$ cat config.mk
export PLATFORM = sky130hd
export DESIGN_NAME = even_odd_win_ctr
export DESIGN_NICKNAME = d
export VERILOG_FILES = /design/src/rtl/even_odd_pkg.sv /design/src/rtl/even_odd_win_ctr.sv
export SDC_FILE = /design/constraint.sdc
export NUM_CORES = 1
export LEC_CHECK = 0
export CAP_MARGIN = 20
export CORE_ASPECT_RATIO = 0.75
export CORE_MARGIN = 1.5
export CORE_UTILIZATION = 59
export DETAILED_ROUTE_END_ITERATION = 10
export PLACE_DENSITY = 0.84
export SYNTH_ARGS = -nofsm -noshare
export SYNTH_HDL_FRONTEND = slang
export SYNTH_SLANG_ARGS = --single-unit
$ cat constraint.sdc
create_clock -name clk -period 11.13 [get_ports clk]
set_clock_uncertainty 0.1 [all_clocks]
set_input_delay 1.6695 -clock clk [delete_from_list [all_inputs] [get_ports clk]]
set_output_delay 1.6695 -clock clk [all_outputs]
set_load 0.02 [all_outputs]
$ cat src/rtl/even_odd_pkg.sv
// even_odd_pkg: shared state type and default sizing for the even/odd window checker
package even_odd_pkg;
    typedef enum logic [1:0] {IDLE, COUNT, REPORT} eo_state_t;
    localparam int EO_WIDTH_DEF  = 8;
    localparam int EO_WINDOW_DEF = 16;
endpackage

$ cat src/rtl/even_odd_win_ctr.sv
// even_odd_win_ctr: window FSM, even/odd counters and report registers
// EVEN_ODD_PARITY_EN adds an odd-parity sample counter reported with the window
module even_odd_win_ctr
    import even_odd_pkg::*;
#(
    parameter int WINDOW = EO_WINDOW_DEF,
    parameter int CNT_W  = 5
) (
    input  logic             clk,
    input  logic             rst,
    input  logic             acc,
    input  logic             lsb,
    input  logic             flush,
`ifdef EVEN_ODD_PARITY_EN
    input  logic             par,
    output logic [CNT_W-1:0] win_par_odd,
`endif
    output eo_state_t        state,
    output logic             win_done,
    output logic [CNT_W-1:0] win_even,
    output logic [CNT_W-1:0] win_odd
);
    eo_state_t        state_d;
    logic [CNT_W-1:0] ec_q, oc_q, ec_d, oc_d;
`ifdef EVEN_ODD_PARITY_EN
    logic [CNT_W-1:0] pc_q, pc_d;
`endif
    // flush clears first so a same-cycle accept becomes sample one of the new window
    always_comb begin
        state_d = state;
        ec_d    = ec_q;
        oc_d    = oc_q;
`ifdef EVEN_ODD_PARITY_EN
        pc_d    = pc_q;
`endif
        if (state == REPORT || flush) begin
            state_d = IDLE;
            ec_d    = '0;
            oc_d    = '0;
`ifdef EVEN_ODD_PARITY_EN
            pc_d    = '0;
`endif
        end
        if (state != REPORT && acc) begin
            ec_d    = ec_d + CNT_W'(!lsb);
            oc_d    = oc_d + CNT_W'(lsb);
`ifdef EVEN_ODD_PARITY_EN
            pc_d    = pc_d + CNT_W'(par);
`endif
            state_d = (ec_d + oc_d == CNT_W'(WINDOW)) ? REPORT : COUNT;
        end
    end
    always_ff @(posedge clk) begin
        if (rst) begin
            state    <= IDLE;
            ec_q     <= '0;
            oc_q     <= '0;
            win_even <= '0;
            win_odd  <= '0;
`ifdef EVEN_ODD_PARITY_EN
            pc_q        <= '0;
            win_par_odd <= '0;
`endif
        end else begin
            state <= state_d;
            ec_q  <= ec_d;
            oc_q  <= oc_d;
`ifdef EVEN_ODD_PARITY_EN
            pc_q  <= pc_d;
`endif
            if (state_d == REPORT) begin
                win_even <= ec_d;
                win_odd  <= oc_d;
`ifdef EVEN_ODD_PARITY_EN
                win_par_odd <= pc_d;
`endif
            end
        end
    end
    assign win_done = (state == REPORT);
endmodule

# ---- After elaboration in Yosys (flattened, before gate mapping)
# Index checks and enable logic that the tools add are counted.
dict set report classes {
  add_sub_neg 3
  n_mux 7
  n_eq_ne 4
  reduce_logical 3
}
# operator n
set op_table {}
lappend op_table {{two-way mux 5 bit} 4}
lappend op_table {{adder 5 x 1 -> 5 bit} 2}
lappend op_table {{two-way mux 2 bit} 3}
lappend op_table {{adder 5 bit} 1}
lappend op_table {{equality test 5 bit (second input constant)} 1}
lappend op_table {{equality test 2 bit (second input constant)} 2}
lappend op_table {{inequality test 2 bit (second input constant)} 1}
lappend op_table {{logical AND 1 bit} 1}
lappend op_table {{zero test 1 bit} 1}
lappend op_table {{logical OR 1 bit} 1}
dict set report word_totals {
  in_bits 5
  output_inout_bits 13
  register_bits 22
  word_cells 22
}

# ---- Longest topological paths before layout
# Gate-level depths: netlist of run 1.
dict set report logic_depth {
  word_depth 9
  mapped_depth 16
  mapped_depth_nobuf 14
}

# ---- Least setup slack after synthesis of run 1
# OpenSTA, ideal clock, no wires.
dict set report synth_timing {
  path_type {in2reg}
  start {in flush}
  end {reg win_even[0]}
  path_slack_ns 6.443
  setup_time_ns 0.121
  n_path_buf 2
  path_stages 14
  t_required_ns 10.909
  t_arrival_ns 4.466
  cell_sequence {buf_1 > nor2_1 > and2_1 > ha_1 > ha_1 > inv_1 > fa_1 > nor2b_1 > nand2_1 > o211ai_2 > xor2_1 > nor3_2 > buf_6 > mux2_4}
}
dict set report synth_between {
  elab_chain_cells 8
  word_cells_on_any_way 12
  cone_classes {add/sub (3); eq/ne (2); mux (6); reduce/logical (1)}
}
# item line_no
set synth_rtl {}
lappend synth_rtl {{from (decl)} even_odd_win_ctr.sv:13} ;# input logic flush,
lappend synth_rtl {{logical OR 1 bit (*)} even_odd_win_ctr.sv:36} ;# if (state == REPORT || flush) begin
lappend synth_rtl {{two-way mux 5 bit} even_odd_win_ctr.sv:36}
lappend synth_rtl {{adder 5 x 1 -> 5 bit (on tied branches)} {even_odd_win_ctr.sv:45, even_odd_win_ctr.sv:46}}
lappend synth_rtl {{adder 5 bit} even_odd_win_ctr.sv:50} ;# state_d = (ec_d + oc_d == CNT_W'(WINDOW)) ? REPORT : COUNT;
lappend synth_rtl {{equality test 5 bit} even_odd_win_ctr.sv:50}
lappend synth_rtl {{two-way mux 2 bit} even_odd_win_ctr.sv:50}
lappend synth_rtl {{two-way mux 2 bit} even_odd_win_ctr.sv:44} ;# if (state != REPORT && acc) begin
lappend synth_rtl {{equality test 2 bit} even_odd_win_ctr.sv:71} ;# if (state_d == REPORT) begin
lappend synth_rtl {{to (signal assigned)} even_odd_win_ctr.sv:58} ;# win_even <= '0;
lappend synth_rtl {{to (signal assigned)} even_odd_win_ctr.sv:72} ;# win_even <= ec_d;
lappend synth_rtl {{to (decl)} even_odd_win_ctr.sv:20} ;# output logic [CNT_W-1:0] win_even,
# Mark *: on every way between the ends. The rest lies on a longest branch, timed or not.
# A chain may end at the register's enable or synchronous reset.

# ---- Worst setup path after layout of run 1
dict set report layout_timing {
  start {in flush}
  end {reg win_odd[3]}
}
dict set report layout_between {
  elab_chain_cells 8
  word_cells_on_any_way 12
  cone_classes {add/sub (3); eq/ne (2); mux (6); reduce/logical (1)}
}
# item line_no
set layout_rtl {}
lappend layout_rtl {{logical OR 1 bit (*)} even_odd_win_ctr.sv:36}
lappend layout_rtl {{two-way mux 5 bit} even_odd_win_ctr.sv:36}
lappend layout_rtl {{adder 5 x 1 -> 5 bit (on tied branches)} {even_odd_win_ctr.sv:45, even_odd_win_ctr.sv:46}}
lappend layout_rtl {{adder 5 bit} even_odd_win_ctr.sv:50}
lappend layout_rtl {{equality test 5 bit} even_odd_win_ctr.sv:50}
lappend layout_rtl {{two-way mux 2 bit} even_odd_win_ctr.sv:50}
lappend layout_rtl {{two-way mux 2 bit} even_odd_win_ctr.sv:44}
lappend layout_rtl {{equality test 2 bit} even_odd_win_ctr.sv:71}
lappend layout_rtl {{to (signal assigned)} even_odd_win_ctr.sv:59} ;# win_odd <= '0;
lappend layout_rtl {{to (signal assigned)} even_odd_win_ctr.sv:73} ;# win_odd <= oc_d;
lappend layout_rtl {{to (decl)} even_odd_win_ctr.sv:21} ;# output logic [CNT_W-1:0] win_odd
# Marked as above.

==> impl_metrics.tcl, run 1 <==
set metrics [dict create \
    synthesis.area_mm2 0.001419 \
    drc 0 \
    vias 1061 \
    start_util_pct 61.97 \
    syn_area_per_cell_um2 9.652 \
    cpPeakStageDelay_ns 0.90 \
    ys_seq_area_share_pct 31.04 \
    cts_tree "done" \
    worstSetupPathDepth 14 \
    post_cts.repair.setup_buffers 0 \
    max_freq_mhz 176.3 \
    crit_slowest_cell "clkdlybuf4s50_1" \
    hold_buffers 0 \
    ctsResizeCount 0 \
    clk_path_buf_depth 2 \
    cap_violations 0 \
    critPathBufInv 3 \
    cts_sinks 22 \
    synth_cell_types 37 \
    fin_crit_ns 5.672 \
    grt_util_all_layers_pct 22.90 \
    power.density_mw_per_mm2 93.93 \
    postSynthNetCount 161 \
    cp-end-kind "flop" \
    cp_common_cell "ha_1" \
    cp.arrival_ns 5.78 \
    drt_iter0_drc 36 \
    crit_family "simple AND/OR/NAND/NOR gates" \
    slew_headroom_pct 51.07 \
    grt_overflow 0 \
    cts_root_buf "clkbuf_4" \
    status "completed" \
    hold_viol 0 \
    worstPathRequired_ns 11.24 \
    antenna_found_initial 0 \
    cp_max_fo 18 \
    synth_edf_count 0 \
    slew_viol_final 0 \
    setup_violations 0 \
    synthCells 147 \
    io_pins 18 \
    path_class "input port to flop" \
    worstSetupStartpointType "input port" \
    synthFlopType "dfxtp_1" \
    post-dp-hpwl_um 2117 \
    avgViaCountPerCell 5.555 \
    wl_per_cell_um 14.92 \
    die_h_um 45.47 \
    fp.dieW_um 59.63 \
    coreArea_mm2 0.002290 \
    p_leak_nw 0.6311 \
    rows 15 \
    rsz0062_at_grt "false" \
    port_buffers 17 \
    wl_um 2849 \
    fin_total_pwr_uw 152.3 \
    hold_class "flop to flop" \
    peakVddDrop_mv 0.09757 \
    die-area_mm2 0.002711 \
    htree_num_levels 1 \
    fillCellCount 179 \
    grt_pass1_wl_um 4678 \
    area_delta_synth_final_pct 14.29 \
    synthArstFlopShare_pct 0 \
    synth_seq_cells 22 \
    num_antenna_cells 0 \
    grt_max_degree 19 \
    cp_cell_sequence "clkdlybuf4s50_1 -> nor2_1 -> and2_1 -> ha_1 -> ha_1 -> inv_1 -> fa_1 -> nor2b_1 -> nand2_1 -> o211ai_2 -> xor2_1 -> nor3_2 -> buf_6 -> mux2_4" \
    worst_pin_slew_ns 0.7325 \
    dr.pass1.iters 4 \
    nets 172 \
    gp_congestion 0.9089 \
    antenna_left 0 \
    yosysWarnings 0 \
    whs_path_depth 2 \
    clock_latency_ns 0.31 \
    post-route-period-util_pct 50.96 \
    grt_pass1_vias 1003 \
    reg2regPathDepth 14 \
    cts_buffers 3 \
    clk_pin_slew_worst_paths_ns 0.12 \
    tns_ns 0 \
    final_layout_size_suffix_gt1_share_pct 12.10 \
]
[routing by layer]
layer,GRT usage [%],up-vias,wire (µm)
met3,5.398,2,133
met2,38.68,27,1401
met1,31.01,519,1304
met5,0,-,0
met4,2.667,0,9
li1,-,513,-
[registers in the layout, summed over array words and instances, names as in the netlist]
name      flops
state         2
win_odd       5
ec_q          5
oc_q          5
win_even      5
[kinds of logic (layout without fill, tap and decap cells)]
group	Yosys count	after routing	synth area share, %
xor gates and xnor gates	18	18	13.14
DFF	22	22	31.04
muxes	10	10	10.05
adders and majority gates	9	9	8.466
AOI/OAI and AO/OA	12	12	6.526
buffers and inverters	16	26	6.261
and+or+nand+nor	60	60	24.52
[cell usage after synthesis (2+ instances only)]
| master | number | area (µm²) |
|---|---|---|
| or2b_1 | 2 | 15.01 |
| mux2_4 | 8 | 120.1 |
| nor2b_1 | 12 | 75.07 |
| nand3_1 | 4 | 20.02 |
| nand4_1 | 4 | 25.02 |
| clkbuf_1 | 5 | 18.77 |
| xor2_1 | 8 | 70.07 |
| dfxtp_1 | 22 | 440.4 |
| buf_2 | 2 | 10.01 |
| inv_1 | 4 | 15.01 |
| nor2_1 | 7 | 26.28 |
| nor3b_1 | 4 | 30.03 |
| xnor2_2 | 2 | 32.53 |
| mux2_1 | 2 | 22.52 |
| xnor2_1 | 7 | 61.31 |
| nand2_1 | 8 | 30.03 |
| a21oi_1 | 7 | 35.03 |
| ha_1 | 8 | 100.1 |
| and2_1 | 5 | 31.28 |
| nor3_1 | 7 | 35.03 |
| buf_6 | 3 | 33.78 |
[report_power, final]
group | switching [mW] | total (mW) | leakage [nW] | internal, mW
sequential | 0.000527 | 0.0800 | 0.178 | 0.0795
combinational | 0.00685 | 0.0113 | 0.425 | 0.00448
clock | 0.0246 | 0.0610 | 0.0279 | 0.0364
total | 0.0320 | 0.152 | 0.631 | 0.120
[through the flow]
stage	hold slack, ns	worst slack [ns]	instances	util, %	area (µm²)
2_1_floorplan	0.4540	6.443	147	-	1419
3_3_place_gp	0.4412	5.024	186	68.03	1558
3_5_place_dp	0.4741	5.121	187	68.52	1569
4_1_cts	0.4966	5.470	191	70.82	1622
5_1_grt	0.5164	5.225	191	70.82	1622
6_report	0.4939	5.458	191	70.82	1622
[cell type report]
type                            count  area, µm²  share of cell area [%]
Tap cell                           34      42.54                   2.623
Timing Repair Buffer               18      181.4                   11.19
Sequential cell                    22      440.4                   27.16
Inverter                            4      15.01                  0.9259
Clock buffer                        3      22.52                   1.389
Clock inverter                      1      30.03                   1.852
Multi-Input combinational cell    109      889.6                   54.86
[cell usage in the layout (no fill, tap or decap), types with 2 or more instances in the layout]
cell             count
mux2_1               2
and2_1               5
dfxtp_1             22
a21oi_1              7
nand3_1              4
nor3b_1              4
ha_1                 8
or2b_1               2
nor2b_1             12
nor2_1               7
clkbuf_4             3
inv_1                4
nor3_1               7
xnor2_1              7
xnor2_2              2
clkdlybuf4s50_1     17
mux2_4               8
xor2_1               8
nand2_1              8
nand4_1              4
[worst min-delay path: stages, from the launching register on]
cell and delay [ns]:
dfxtp_1 0.35, xor2_1 0.14, nor3_1 0.07
[path summary, 6_finish.rpt]
check,startpoint,to,slack (ns)
hold / removal,ec_q[4]$_SDFF_PP0_,ec_q[4]$_SDFF_PP0_,0.49
hold reg to reg,ec_q[4]$_SDFF_PP0_,ec_q[4]$_SDFF_PP0_,0.49
setup / recovery,flush,win_odd[3]$_SDFFE_PP0N_,5.46
setup reg to reg,state[1]$_SDFF_PP0_,win_odd[3]$_SDFFE_PP0N_,6.75
(Power assumes the default switching activity.)
==> run 2: changes to the inputs <==
Settings changed: CORE_UTILIZATION 59 to 54, PLACE_DENSITY 0.84 to 0.78.
Clock period 11.13 ns to 5.8 ns, I/O delays scaled along.
==> impl_metrics.tcl, run 2 (synthesis gave the netlist of run 1 again) <==
set metrics [dict create \
    slew_headroom_pct 51.68 \
    area_delta_synth_final_pct 13.40 \
    startpoint "flush" \
    setup_violations 0 \
    tns_ns 0 \
    slew_viol_final 0 \
    grt_pass1_vias 970 \
    seqCellArea_um2 440.4 \
    worstSetupStartpointType "input port" \
    r2r_slack_ns 1.74 \
    path_class "input port to flop" \
    status "completed" \
    use_met3_pct 5.755 \
    rsz0062_at_grt "false" \
    cts_buffers 3 \
    worst_pin_slew_ns 0.7234 \
    fillCellCount 203 \
    grt_max_degree 19 \
    start_util_pct 59.53 \
    cap_violations 0 \
    clock_latency_ns 0.31 \
    p_int_uw 200.0 \
    hold_viol 0 \
    max_freq_mhz 236.7 \
    nets 173 \
    swShare_pct 22.40 \
    met1_usage_pct 26.97 \
    ctsResizeCount 0 \
    port_buffers 17 \
    power.density_mw_per_mm2 160.2 \
    num_antenna_cells 0 \
    seqPwrFrac_pct 59.6 \
    rows 15 \
    die_h_um 47.39 \
    wl_per_cell_um 14.39 \
    io_pins 18 \
    clk_path_buf_depth 2 \
    final_layout_size_suffix_gt1_share_pct 12.66 \
    fin_crit_ns 4.224 \
    place_inst 188 \
    reg2regPathDepth 14 \
    regToRegEndpoint "win_odd[4]$_SDFFE_PP0N_" \
    antenna_found_initial 0 \
    antenna_left 0 \
    post-dp-hpwl_um 2107 \
    cp_max_fo 18 \
    vias 1039 \
    peakVddDrop_mv 0.1432 \
    clk_pin_slew_worst_paths_ns 0.11 \
    fp.dieW_um 62.19 \
    htree_num_levels 1 \
    cts_tree "done" \
    worstPathRequired_ns 5.91 \
    cp-end-kind "flop" \
    post-route-period-util_pct 72.84 \
    multi_input_area_um2 889.6 \
    grt_util_met2_pct 35.65 \
    whs_path_depth 2 \
    cp-endpoint "win_odd[4]$_SDFFE_PP0N_" \
    hold_class "flop to flop" \
    drt_iter0_drc 39 \
    final_cell_mix "22 x dfxtp_1, 17 x clkdlybuf4s50_1, 12 x nor2b_1" \
    grt_util_all_layers_pct 20.57 \
    avgViaCountPerCell 5.411 \
    drc 0 \
    p_comb_share_pct 8.6 \
    switchingPower_uw 57.72 \
    cts_root_buf "clkbuf_4" \
    p_leak_nw 0.6283 \
    cts_sinks 22 \
    whs_ns 0.4619 \
    cp.arrival_ns 4.33 \
    hold_buffers 0 \
    gp_congestion 0.8561 \
    r2r_start "state[1]$_SDFF_PP0_" \
    wl_um 2763 \
    clkPwrFrac_pct 31.9 \
    layout_commonest_cell "dfxtp_1" \
    dr.pass1.iters 4 \
    grt_overflow 0 \
    min-delay-start "state[0]$_SDFF_PP0_" \
    post_cts.repair.setup_buffers 0 \
    grt_pass1_wl_um 4567 \
    coreArea_mm2 0.002384 \
    stdcell_count 192 \
    grt-busiest-layer "met2" \
    fin_util_pct 67.51 \
    die-area_mm2 0.002947 \
]
[run 2: cell count changes in the layout (fill, tap and decap cells not counted), sizes merged]
cell    change
buf         +1
clkbuf      +1
bufinv      -1
[run 2: critical path, cell delays in order]
cell and delay [ns]:
clkdlybuf4s50_1 0.46, buf_4 0.22, nor2_1 0.14, and2_1 0.23
ha_1 0.21, ha_1 0.35, inv_1 0.08, fa_1 0.46
nor2b_1 0.20, nand2_1 0.09, o211ai_2 0.16, xor2_1 0.10
nor3_2 0.17, buf_4 0.25, mux2_1 0.34
[run 2: metal layers]
metal,wire (µm),vias up
met4,13,0
met3,145,2
met1,1316,492
met2,1288,28
met5,0,-
li1,-,517
[run 2: stage by stage]
| step | worst slack (ns) | cell area [µm²] | total power [mW] |
|---|---|---|---|
| 3_5_place_dp | 1.267 | 1573 | 0.1787 |
| 2_1_floorplan | 1.912 | 1419 | 0.1712 |
| 4_1_cts | 1.603 | 1609 | 0.2611 |
| 6_report | 1.576 | 1609 | 0.2577 |
| 5_1_grt | 1.373 | 1609 | 0.2701 |
| 3_3_place_gp | 1.365 | 1573 | 0.1780 |
[run 2: worst min path at each step]
stage | endpoint | slack [ns]
floorplan | ec_q[4]$_SDFF_PP0_ | 0.45
global placement | state[0]$_SDFF_PP0_ | 0.44
detailed placement | state[0]$_SDFF_PP0_ | 0.44
CTS | state[0]$_SDFF_PP0_ | 0.46
global route | state[0]$_SDFF_PP0_ | 0.50
finish | state[0]$_SDFF_PP0_ | 0.46
[run 2: final cells by class]
class	instances	area share, %
multi-input cells	109	55.29
flip-flops and latches	22	27.37
repair buffers	19	11.51
well taps	34	2.644
clock buffers	4	2.255
inverters	4	0.9331
[run 2: power groups by stage]
stage / Clock, mW / Combinational (mW) / Sequential, mW
final: 0.0822 / 0.0220 / 0.154
after global routing: 0.0922 / 0.0242 / 0.154
after CTS: 0.0857 / 0.0218 / 0.153
after detailed placement: 0 / 0.0218 / 0.157
after global placement: 0 / 0.0212 / 0.157
after floorplan: 0 / 0.0140 / 0.157
==> run 3: changes to the inputs <==
Clock period 5.8 ns to 4 ns, I/O delays scaled along.
==> impl_metrics.tcl, run 3 (synthesis gave the netlist of run 1 again) <==
set metrics [dict create \
    status "completed" \
    grt_max_degree 19 \
    clkPwrFrac_pct 40.0 \
    swShare_pct 21.08 \
    final_layout_size_suffix_gt1_share_pct 14.81 \
    p_comb_share_pct 7.7 \
    rsz0062_at_grt "false" \
    seqPwrFrac_pct 52.3 \
    drc 0 \
    grt_util_all_layers_pct 22.43 \
    grt_pass1_vias 1012 \
    dr.pass1.iters 4 \
    cp.arrival_ns 3.84 \
    hold_viol 0 \
    antenna_found_initial 0 \
    vias 1093 \
    tns_ns 0 \
    cap_violations 0 \
    peakVddDrop_mv 0.1946 \
    worstSetupStartpointType "input port" \
    layout_commonest_cell "dfxtp_1" \
    worstPathRequired_ns 4.11 \
    fp.dieW_um 62.19 \
    final_area_mm2 0.001655 \
    whs_ns 0.4831 \
    power.density_mw_per_mm2 257.1 \
    drt_iter0_drc 70 \
    start_util_pct 59.53 \
    use_met3_pct 5.516 \
    slew_headroom_pct 59.52 \
    grt_overflow 0 \
    slew_viol_final 0 \
    rows 15 \
    avgViaCountPerCell 5.577 \
    cp-end-kind "flop" \
    hold_class "flop to flop" \
    area_delta_synth_final_pct 16.67 \
    worst_pin_slew_ns 0.6054 \
    io_pins 18 \
    switchingPower_uw 89.70 \
    fin_crit_ns 3.734 \
    port_buffers 17 \
    grt-busiest-layer "met2" \
    die-area_mm2 0.002947 \
    cts_root_buf "clkbuf_4" \
    met1_usage_pct 28.51 \
    placed_area_mm2 0.001603 \
    nets 177 \
    wl_um 3034 \
    final_cell_mix "22 x dfxtp_1, 17 x clkdlybuf4s50_1, 12 x nor2b_1" \
    hold_buffers 0 \
    post_cts.repair.setup_buffers 0 \
    grt_pass1_wl_um 4871 \
    gp_congestion 0.9357 \
    ctsResizeCount 0 \
    fillCellCount 206 \
    clk_path_buf_depth 2 \
    post-route-period-util_pct 93.35 \
    max_freq_mhz 267.8 \
    cts_tree "done" \
    cp_max_fo 7 \
    p_leak_nw 0.6571 \
    setup_violations 0 \
    grt_util_met2_pct 40.87 \
    clock_latency_ns 0.31 \
    cts_buffers 3 \
    clk_pin_slew_worst_paths_ns 0.11 \
    coreArea_mm2 0.002384 \
    path_class "input port to flop" \
    htree_num_levels 1 \
    num_antenna_cells 0 \
    post-dp-hpwl_um 2207 \
    antenna_left 0 \
    p_int_uw 335.9 \
    cts_sinks 22 \
    die_h_um 47.39 \
    wl_per_cell_um 15.48 \
]
## run 3: cell count changes in the layout (fill, tap and decap cells not counted)
cell | before | now
bufinv_16 | 0 | 1
buf_4 | 2 | 6
clkbuf_8 | 1 | 0
## run 3: layout make-up
cell class,instances,area (µm²),area share [%]
Clock buffer,3,22.52,1.361
Sequential cell,22,440.4,26.61
Timing Repair Buffer,23,215.2,13.00
Multi-Input combinational cell,109,889.6,53.74
Tap cell,34,42.54,2.570
Clock inverter,1,30.03,1.814
Inverter,4,15.01,0.9070
## run 3: final timing paths
kind	from	to	slack, ns	cells past startpoint
max	flush	win_even[1]$_SDFFE_PP0N_	0.27	15
min	state[0]$_SDFF_PP0_	state[0]$_SDFF_PP0_	0.48	2
min reg2reg	state[0]$_SDFF_PP0_	state[0]$_SDFF_PP0_	0.48	2
max reg2reg	state[1]$_SDFF_PP0_	win_even[1]$_SDFFE_PP0N_	0.40	14
## run 3: worst max-delay path, stage by stage
cell and delay [ns]:
clkdlybuf4s50_1 0.43, nor2_1 0.30, and2_1 0.18, ha_1 0.19, nand3_1 0.10, xor2_1 0.22
nor3_1 0.08, ha_1 0.37, nor2b_1 0.22, nand2_1 0.09, o211ai_2 0.16, xor2_1 0.09
nor3_2 0.24, buf_4 0.23, mux2_4 0.32
## run 3: power by group through the flow
stage | sequential (mW) | clock, mW | combinational, mW
2_1_floorplan | 0.228 | 0 | 0.0203
3_5_place_dp | 0.228 | 0 | 0.0320
3_3_place_gp | 0.227 | 0 | 0.0312
6_report | 0.223 | 0.170 | 0.0326
5_1_grt | 0.223 | 0.178 | 0.0364
4_1_cts | 0.223 | 0.171 | 0.0323
## run 3: stage by stage
stage / worst slack, ns / power [mW] / util [%] / std cells
after global placement: 0.06826 / 0.2586 / 67.24 / 192
final: 0.2660 / 0.4256 / 69.45 / 196
after floorplan: 0.3822 / 0.2482 / - / 147
after detailed placement: 0.007627 / 0.2595 / 67.24 / 192
after global routing: 0.08629 / 0.4374 / 69.45 / 196
after CTS: 0.2876 / 0.4264 / 69.45 / 196
## run 3: layer usage
metal | wire length (µm) | vias to the layer above | part of all wire (%)
li1 | - | 526 | -
met1 | 1372 | 533 | 45
met2 | 1472 | 32 | 49
met3 | 180 | 2 | 5.9
met4 | 8 | 0 | 0.26
met5 | 0 | - | 0
